==> src/rtl/datapath_trace_buffer_pkg.sv <==
// Shared definitions for the datapath trace buffer: capture-state encoding,
// default parameter values and the packing layout of one trace entry.
// Entry layout (LSB first): pc | rs2 | alu | cycle stamp.
package datapath_trace_buffer_pkg;

  localparam int unsigned XLEN_DEF  = 64;
  localparam int unsigned DEPTH_DEF = 16;
  localparam int unsigned CYC_W_DEF = 32;
  localparam int unsigned PC_W_DEF  = 8;

  typedef enum logic [1:0] {
    ST_IDLE  = 2'd0,
    ST_ARMED = 2'd1,
    ST_POST  = 2'd2,
    ST_DONE  = 2'd3
  } state_t;

  localparam int unsigned OFF_PC = 0;

  function automatic int unsigned off_rs2(input int unsigned xlen);
    return xlen;
  endfunction

  function automatic int unsigned off_alu(input int unsigned xlen);
    return 2 * xlen;
  endfunction

  function automatic int unsigned off_cyc(input int unsigned xlen);
    return 3 * xlen;
  endfunction

  function automatic int unsigned entry_w(input int unsigned xlen, input int unsigned cyc_w);
    return 3 * xlen + cyc_w;
  endfunction

endpackage

==> src/rtl/datapath_trace_buffer_if.sv <==
// Sample and readout bus of the trace buffer.
//   master: drives sample_* and rd_en, receives rd_valid/rd_*
//   slave : the trace buffer side
interface datapath_trace_buffer_if
  import datapath_trace_buffer_pkg::*;
#(
  parameter int unsigned XLEN  = XLEN_DEF,
  parameter int unsigned CYC_W = CYC_W_DEF
);

  logic             sample_valid;
  logic [XLEN-1:0]  sample_pc;
  logic [XLEN-1:0]  sample_rs2;
  logic [XLEN-1:0]  sample_alu;
  logic             rd_en;
  logic             rd_valid;
  logic [XLEN-1:0]  rd_pc;
  logic [XLEN-1:0]  rd_rs2;
  logic [XLEN-1:0]  rd_alu;
  logic [CYC_W-1:0] rd_cycle;

  modport master (
    output sample_valid, sample_pc, sample_rs2, sample_alu, rd_en,
    input  rd_valid, rd_pc, rd_rs2, rd_alu, rd_cycle
  );

  modport slave (
    input  sample_valid, sample_pc, sample_rs2, sample_alu, rd_en,
    output rd_valid, rd_pc, rd_rs2, rd_alu, rd_cycle
  );

endinterface

==> src/rtl/datapath_trace_buffer_ram.sv <==
// Trace storage: DEPTH x WIDTH array, one write port, one registered read port.
// Ports: clock, reset (clears only the read register), we/waddr/wdata,
//        re/raddr, rdata (valid the cycle after re).
module datapath_trace_buffer_ram #(
  parameter  int unsigned DEPTH = 16,
  parameter  int unsigned WIDTH = 224,
  localparam int unsigned AW    = $clog2(DEPTH)
) (
  input  logic             clock,
  input  logic             reset,
  input  logic             we,
  input  logic [AW-1:0]    waddr,
  input  logic [WIDTH-1:0] wdata,
  input  logic             re,
  input  logic [AW-1:0]    raddr,
  output logic [WIDTH-1:0] rdata
);

  logic [WIDTH-1:0] mem [DEPTH];

  // Storage array carries no reset so it maps onto a plain RAM macro.
  always_ff @(posedge clock) begin
    if (we) begin
      mem[waddr] <= wdata;
    end
  end

  // Synchronous read register, holds its value between reads.
  always_ff @(posedge clock or posedge reset) begin
    if (reset) begin
      rdata <= '0;
    end else if (re) begin
      rdata <= mem[raddr];
    end
  end

endmodule

==> src/rtl/datapath_trace_buffer.sv <==
// Execution-trace capture unit. Records {pc, rs2, alu, cycle stamp} per
// eligible sample into a circular buffer, stops on breakpoint + post-trigger
// count (or on fill when the breakpoint is disabled), then holds the trace for
// in-order readout with one cycle of read latency.
// Ports: clock, reset (async, active high), arm, clear, bus (sample/readout
//        interface, slave side), bp_enable, bp_addr, post_count,
//        state, triggered, overflow, count.
// Optional: DATAPATH_TRACE_FILTER_EN adds filt_lo/filt_hi; only samples with
//           filt_lo <= pc <= filt_hi (unsigned) are eligible.
module datapath_trace_buffer
  import datapath_trace_buffer_pkg::*;
#(
  parameter  int unsigned XLEN  = XLEN_DEF,
  parameter  int unsigned DEPTH = DEPTH_DEF,
  parameter  int unsigned CYC_W = CYC_W_DEF,
  parameter  int unsigned PC_W  = PC_W_DEF,
  localparam int unsigned CNT_W = $clog2(DEPTH + 1)
) (
  input  logic                    clock,
  input  logic                    reset,
  input  logic                    arm,
  input  logic                    clear,
  datapath_trace_buffer_if.slave  bus,
  input  logic                    bp_enable,
  input  logic [XLEN-1:0]         bp_addr,
  input  logic [PC_W-1:0]         post_count,
`ifdef DATAPATH_TRACE_FILTER_EN
  input  logic [XLEN-1:0]         filt_lo,
  input  logic [XLEN-1:0]         filt_hi,
`endif
  output logic [1:0]              state,
  output logic                    triggered,
  output logic                    overflow,
  output logic [CNT_W-1:0]        count
);

  localparam int unsigned AW      = $clog2(DEPTH);
  localparam int unsigned ENTRY_W = entry_w(XLEN, CYC_W);
  localparam int unsigned OFF_RS2 = off_rs2(XLEN);
  localparam int unsigned OFF_ALU = off_alu(XLEN);
  localparam int unsigned OFF_CYC = off_cyc(XLEN);

  state_t            st_q, st_d;
  logic [AW-1:0]     wr_ptr_q, wr_ptr_d;
  logic [AW-1:0]     rd_ptr_q, rd_ptr_d;
  logic [CNT_W-1:0]  cnt_q, cnt_d;
  logic [CYC_W-1:0]  cyc_q, cyc_d;
  logic [PC_W-1:0]   rem_q, rem_d;
  logic              trig_q, trig_d;
  logic              ovf_q, ovf_d;
  logic              rv_q, rv_d;
  logic              we, re;
  logic              eligible;
  logic              full;
  logic              bp_hit;
  logic [ENTRY_W-1:0] wr_data;
  logic [ENTRY_W-1:0] rd_data;

  // Sample eligibility: out-of-range samples look exactly like idle cycles.
`ifdef DATAPATH_TRACE_FILTER_EN
  assign eligible = bus.sample_valid && (bus.sample_pc >= filt_lo) && (bus.sample_pc <= filt_hi);
`else
  assign eligible = bus.sample_valid;
`endif

  assign full    = (cnt_q == CNT_W'(DEPTH));
  assign bp_hit  = eligible && bp_enable && (bus.sample_pc == bp_addr);
  assign wr_data = {cyc_q, bus.sample_alu, bus.sample_rs2, bus.sample_pc};

  // State and datapath registers.
  always_ff @(posedge clock or posedge reset) begin
    if (reset) begin
      st_q     <= ST_IDLE;
      wr_ptr_q <= '0;
      rd_ptr_q <= '0;
      cnt_q    <= '0;
      cyc_q    <= '0;
      rem_q    <= '0;
      trig_q   <= 1'b0;
      ovf_q    <= 1'b0;
      rv_q     <= 1'b0;
    end else begin
      st_q     <= st_d;
      wr_ptr_q <= wr_ptr_d;
      rd_ptr_q <= rd_ptr_d;
      cnt_q    <= cnt_d;
      cyc_q    <= cyc_d;
      rem_q    <= rem_d;
      trig_q   <= trig_d;
      ovf_q    <= ovf_d;
      rv_q     <= rv_d;
    end
  end

  // Next-state and control: clear beats arm, arm beats read/sample.
  always_comb begin
    st_d     = st_q;
    wr_ptr_d = wr_ptr_q;
    rd_ptr_d = rd_ptr_q;
    cnt_d    = cnt_q;
    cyc_d    = cyc_q;
    rem_d    = rem_q;
    trig_d   = trig_q;
    ovf_d    = ovf_q;
    rv_d     = 1'b0;
    we       = 1'b0;
    re       = 1'b0;

    if (clear) begin
      st_d   = ST_IDLE;
      cnt_d  = '0;
      ovf_d  = 1'b0;
      trig_d = 1'b0;
    end else if (arm && (st_q == ST_IDLE || st_q == ST_DONE)) begin
      st_d     = ST_ARMED;
      wr_ptr_d = '0;
      rd_ptr_d = '0;
      cnt_d    = '0;
      cyc_d    = '0;
      rem_d    = '0;
      trig_d   = 1'b0;
      ovf_d    = 1'b0;
    end else begin
      unique case (st_q)
        ST_ARMED, ST_POST: begin
          cyc_d = cyc_q + CYC_W'(1);
          if (eligible) begin
            we       = 1'b1;
            wr_ptr_d = wr_ptr_q + AW'(1);
            // A full buffer drops its oldest entry to make room.
            if (full) begin
              rd_ptr_d = rd_ptr_q + AW'(1);
              ovf_d    = 1'b1;
            end else begin
              cnt_d = cnt_q + CNT_W'(1);
            end
            if (st_q == ST_ARMED) begin
              if (bp_enable) begin
                if (bp_hit) begin
                  trig_d = 1'b1;
                  if (post_count == '0) begin
                    st_d = ST_DONE;
                  end else begin
                    st_d  = ST_POST;
                    rem_d = post_count;
                  end
                end
              end else if (full || cnt_q == CNT_W'(DEPTH - 1)) begin
                st_d = ST_DONE;
              end
            end else begin
              rem_d = rem_q - PC_W'(1);
              if (rem_q == PC_W'(1)) begin
                st_d = ST_DONE;
              end
            end
          end
        end
        ST_DONE: begin
          if (bus.rd_en && cnt_q != '0) begin
            re       = 1'b1;
            rv_d     = 1'b1;
            rd_ptr_d = rd_ptr_q + AW'(1);
            cnt_d    = cnt_q - CNT_W'(1);
          end
        end
        default: begin
        end
      endcase
    end
  end

  datapath_trace_buffer_ram #(
    .DEPTH (DEPTH),
    .WIDTH (ENTRY_W)
  ) u_ram (
    .clock (clock),
    .reset (reset),
    .we    (we),
    .waddr (wr_ptr_q),
    .wdata (wr_data),
    .re    (re),
    .raddr (rd_ptr_q),
    .rdata (rd_data)
  );

  assign state        = st_q;
  assign triggered    = trig_q;
  assign overflow     = ovf_q;
  assign count        = cnt_q;
  assign bus.rd_valid = rv_q;
  assign bus.rd_pc    = rd_data[OFF_PC +: XLEN];
  assign bus.rd_rs2   = rd_data[OFF_RS2 +: XLEN];
  assign bus.rd_alu   = rd_data[OFF_ALU +: XLEN];
  assign bus.rd_cycle = rd_data[OFF_CYC +: CYC_W];

endmodule

==> src/flat_wrapper.sv <==
// flat-port wrapper written by rule: the top's interface ports become plain ports
module datapath_trace_buffer_flat import datapath_trace_buffer_pkg::*;
#(
  parameter  int unsigned XLEN  = XLEN_DEF,
  parameter  int unsigned DEPTH = DEPTH_DEF,
  parameter  int unsigned CYC_W = CYC_W_DEF,
  parameter  int unsigned PC_W  = PC_W_DEF,
  localparam int unsigned CNT_W = $clog2(DEPTH + 1)
)
  (clock, reset, arm, clear, bp_enable, bp_addr, post_count, state, triggered, overflow, count, bus_sample_valid, bus_sample_pc, bus_sample_rs2, bus_sample_alu, bus_rd_en, bus_rd_valid, bus_rd_pc, bus_rd_rs2, bus_rd_alu, bus_rd_cycle);
  datapath_trace_buffer_if #(.XLEN(XLEN), .CYC_W(CYC_W)) bus_i ();
  input  logic clock;
  input  logic reset;
  input  logic arm;
  input  logic clear;
  input  logic bp_enable;
  input  logic [XLEN-1:0] bp_addr;
  input  logic [PC_W-1:0] post_count;
  output logic [1:0] state;
  output logic triggered;
  output logic overflow;
  output logic [CNT_W-1:0] count;
  input wire logic [$bits(bus_i.sample_valid)-1:0] bus_sample_valid;
  input wire logic [$bits(bus_i.sample_pc)-1:0] bus_sample_pc;
  input wire logic [$bits(bus_i.sample_rs2)-1:0] bus_sample_rs2;
  input wire logic [$bits(bus_i.sample_alu)-1:0] bus_sample_alu;
  input wire logic [$bits(bus_i.rd_en)-1:0] bus_rd_en;
  output wire logic [$bits(bus_i.rd_valid)-1:0] bus_rd_valid;
  output wire logic [$bits(bus_i.rd_pc)-1:0] bus_rd_pc;
  output wire logic [$bits(bus_i.rd_rs2)-1:0] bus_rd_rs2;
  output wire logic [$bits(bus_i.rd_alu)-1:0] bus_rd_alu;
  output wire logic [$bits(bus_i.rd_cycle)-1:0] bus_rd_cycle;
  assign bus_i.sample_valid = bus_sample_valid;
  assign bus_i.sample_pc = bus_sample_pc;
  assign bus_i.sample_rs2 = bus_sample_rs2;
  assign bus_i.sample_alu = bus_sample_alu;
  assign bus_i.rd_en = bus_rd_en;
  assign bus_rd_valid = bus_i.rd_valid;
  assign bus_rd_pc = bus_i.rd_pc;
  assign bus_rd_rs2 = bus_i.rd_rs2;
  assign bus_rd_alu = bus_i.rd_alu;
  assign bus_rd_cycle = bus_i.rd_cycle;
  datapath_trace_buffer #(.XLEN(XLEN), .DEPTH(DEPTH), .CYC_W(CYC_W), .PC_W(PC_W)) u_core (.clock(clock), .reset(reset), .arm(arm), .clear(clear), .bus(bus_i), .bp_enable(bp_enable), .bp_addr(bp_addr), .post_count(post_count), .state(state), .triggered(triggered), .overflow(overflow), .count(count));
endmodule
==> config.mk <==
export PLATFORM = sky130hd
export DESIGN_NAME = datapath_trace_buffer_flat
export DESIGN_NICKNAME = d
export VERILOG_FILES = /design/src/rtl/datapath_trace_buffer_pkg.sv /design/src/rtl/datapath_trace_buffer_if.sv /design/src/rtl/datapath_trace_buffer_ram.sv /design/src/rtl/datapath_trace_buffer.sv /design/src/flat_wrapper.sv
export SDC_FILE = /design/constraint.sdc
export NUM_CORES = 2
export LEC_CHECK = 0
export ABC_AREA = 1
export CAP_MARGIN = 20
export CORE_AREA = 8 8 576 465
export DETAILED_ROUTE_END_ITERATION = 10
export DIE_AREA = 0 0 584 473
export PLACE_DENSITY = 0.82
export SYNTH_ARGS = -nofsm -noshare
export SYNTH_HDL_FRONTEND = slang
export SYNTH_HIERARCHICAL = 1
export SYNTH_SLANG_ARGS = --single-unit
==> constraint.sdc <==
create_clock -name clock -period 16 [get_ports clock]
set_input_delay 1.6 -clock clock [delete_from_list [all_inputs] [get_ports clock]]
set_output_delay 1.6 -clock clock [all_outputs]
set_load 0.05 [all_outputs]
==> impl_metrics.csv <==
group,metric,value,unit
logic_synthesis,syn_avg_cell_area,11.9,sq um
worst_hold_path,min_delay_worst_endpoint,"u_core/u_ram/rdata[176]",
drt,vias,105574,
pwr,power_density,168,nW/um^2
floorplan,chipHeight,473,um
timing,skew,76.4,ps
timing,min_period,5970,ps
timing,setup_viol,0,
clock_tree,cts_root_buf,"clkbuf_16",
logic_synthesis,synth_area_leaders,"edfxtp_1, nand2_1, nand3_1",
logic_synthesis,synth_top_cell_by_area,"edfxtp_1",
clock_tree,cts_buffers,361,
place,dp_hpwl,219000,um
outcome,outcome,"finished, final reports clean",
drt,via_per_inst,6.22,
worst_setup_path,worstPathRequired,16860,ps
logic_synthesis,yosys_warnings,6,
timing,relSlewSlack,0.215,
timing,tightest_slew,1180,ps
global_routing,grtUsageTotal,0.298,
worst_setup_path,reg2reg_to,"u_core/u_ram/rdata[29]",
timing,rsz0062_at_grt,"no",
logic_synthesis,synth.ff_latch_count,3866,
logic_synthesis,synth-async-reset-ratio,0.0729,
floorplan,rows,167,
worst_hold_path,holdPathStages,2,
layout,nFillCells,16934,
clock_tree,cts_resized,0,
drt,ant_nets,0,
timing,hold_viol,0,
layout,layout_commonest_cell,"nand2_1",
timing,slew_violations,0,
place,portBuffers,504,
drt,wl_per_cell,25.0,um
pwr,worst_ir_drop_vdd,138,uV
global_routing,antenna_found_initial,55,
logic_synthesis,ys_seq_area_frac,0.745,
logic_synthesis,synthCells,12926,
job,max_cap_viol_count,0,
logic_synthesis,yosysUniqueCellTypes,51,
worst_hold_path,min_from,"u_core/u_ram/rdata[176]",
logic_synthesis,yosys.area.top_type_share,0.699,
worst_setup_path,cpPeakStageDelay,940,ps
place,gp_congestion,0.849,
floorplan,die_x,584,um
layout,nets,13453,
worst_setup_path,start_kind,"flip-flop",
global_routing,grt_overflow,0,
clock_tree,htreeDepth,5,
clock_tree,cts_tree,"done",
clock_tree,clk_latency,930,ps
clock_tree,cts_buffer_depth,4,
floorplan,start_util,0.597,
global_routing,grt_max_degree,223,
global_routing,grt_pass1_wl,630000,um
worst_setup_path,path_cells,"inv_8 > buf_4 > buf_16 > buf_4 > buf_4 > buf_4 > nand2_1 > nand3_1 > nand3_1 > nand3_1 > nand3_1 > nand2_1",
clock_tree,numClockSinks,3866,
worst_setup_path,r2r_cells,12,
logic_synthesis,synth_fp_nets,13209,
logic_synthesis,synth_edf_count,3584,
clock_tree,clkTransAtPathRegs,70,ps
timing,fin_setup_tns,0,ps
logic_synthesis,ys.flop_type,"edfxtp_1",
drt,drc,0,
logic_synthesis,synth_area,154000,sq um
timing,fin_crit_sh,0.373,
floorplan,io_pins,505,
timing,fmax,0.167,GHz
worst_setup_path,arrival,6830,ps
worst_setup_path,rrSetupSlack,10030,ps
worst_setup_path,rr_startpoint,"u_core/rd_ptr_q[0]",
clock_tree,cts_setup_buffers,0,
place,placed_cells,16269,
drt,drtIter0Drc,15697,
pwr,leakage,63.2,nW
worst_setup_path,crit_fanout,163,
timing,hold_ws,479,ps
clock_tree,holdBufCountCts,0,
worst_hold_path,min_path_type,"flip-flop to flip-flop",
global_routing,grt_pass1_vias,102612,
layout,finalNonFillerCells,16973,
layout,syn_to_final_growth,12.7,%
floorplan,core,258000,sq um
worst_setup_path,cp_slowest_cell,"buf_4",
drt,drt_pass1_iterations,8,
worst_setup_path,critPathCaptureType,"flip-flop",
worst_setup_path,crit_type,"flip-flop to flip-flop",
layout,layout_common_cells,"nand2_1, edfxtp_1, nand3_1, clkdlybuf4s50_1, clkbuf_16",
floorplan,die-area,276000,sq um
drt,wl,424000,um
layout,drive_gt1_frac,0.0582,
==> logic make-up (layout without fill, tap and decap cells) <==
| group | Yosys count | count (layout) | synth area share |
|---|---|---|---|
| fa+ha+maj | 12 | 12 | 0.00102 |
| other cells | 0 | 38 | 0 |
| flops | 3866 | 3866 | 0.745 |
| buf+inv | 940 | 1485 | 0.0270 |
| simple gates | 7981 | 7981 | 0.222 |
| compound gates | 104 | 104 | 0.00392 |
| xor+xnor | 23 | 23 | 0.00131 |
==> synth_stat cells, types with 2 or more instances <==
cell type and n:
nand2_1 4539, edfxtp_1 3584, nand3_1 3257, buf_2 434, dfrtp_1 282, clkbuf_1 249
nor2_1 128, inv_1 125, buf_1 97, o21ai_0 47, a21oi_1 28, buf_4 19
xnor2_1 17, nor3_1 15, inv_2 13, nand4_1 12, ha_1 11, nand2_2 6
xor2_1 6, nor2_2 5, o211ai_1 5, o21ai_1 4, a211oi_1 3, nor3_2 3
nor4_1 3, o22ai_1 3, o31ai_1 3, a31oi_1 2, nand3b_1 2, nor2_4 2
or2_1 2
==> power by group <==
part | internal, mW | switching, mW | leakage, nW
registers | 11.6 | 0.425 | 36.1
logic | 2.29 | 6.10 | 21.2
clock network | 4.99 | 3.73 | 5.85
==> routing by layer <==
| layer | share of wire | vias to the layer above | global-route usage |
|---|---|---|---|
| li1 | - | 45934 | - |
| met4 | 0.053 | 22 | 0.150 |
| met3 | 0.13 | 1199 | 0.0590 |
| met2 | 0.46 | 7864 | 0.463 |
| met5 | 0.00033 | - | 0 |
| met1 | 0.36 | 50555 | 0.408 |
==> state kept, by name, indices dropped and copies added, names as in the netlist <==
signal	count
u_core/rd_ptr_q	4
u_core/wr_ptr_q	4
u_core/cyc_q	32
u_core/u_ram/rdata	224
u_core/overflow	1
u_core/triggered	1
u_core/u_ram/mem	3584
u_core/rem_q	8
u_core/count	5
u_core/state	2
u_core/bus.rd_valid	1
==> critical path, delay by kind of cell, from the launching register on <==
family	cells	cell delay, ps
flops	1	730
simple gates	6	730
buf+inv	6	4090
==> layout make-up <==
type | instances | area [sq um] | area share
multi-input combinational | 8120 | 35300 | 0.203
sequential | 3866 | 115000 | 0.661
clock inverter | 174 | 1960 | 0.0113
antenna | 38 | 95.1 | 0.000548
clock buffer | 490 | 10000 | 0.0578
tap | 3464 | 4330 | 0.0250
timing repair buffer | 681 | 6590 | 0.0380
inverter | 140 | 572 | 0.00329
==> how the worst max path moves through the flow <==
stage / startpoint / to / slack, ps
6_report: u_core/rd_ptr_q[0] / u_core/u_ram/rdata[29] / 10030
5_1_grt: u_core/rd_ptr_q[0] / u_core/u_ram/rdata[21] / 9800
4_1_cts: u_core/rd_ptr_q[0] / u_core/u_ram/rdata[28] / 10020
3_5_place_dp: clear / u_core/u_ram/mem[9][112] / 9440
3_3_place_gp: bus_sample_valid / u_core/u_ram/mem[9][110] / 9530
2_1_floorplan: bus_sample_valid / u_core/u_ram/mem[12][0] / 3760
==> metrics by stage <==
step	instance area [sq um]	util	worst slack, ps	total power [mW]
after global routing	174000	0.673	9800	30.3
after global placement	161000	0.626	9530	20.1
after floorplan	154000	-	3760	17.8
after detailed placement	161000	0.626	9440	20.3
after CTS	173000	0.673	10020	29.0
final	174000	0.673	10030	29.1
Note: power is estimated with default switching activity, not from simulation.
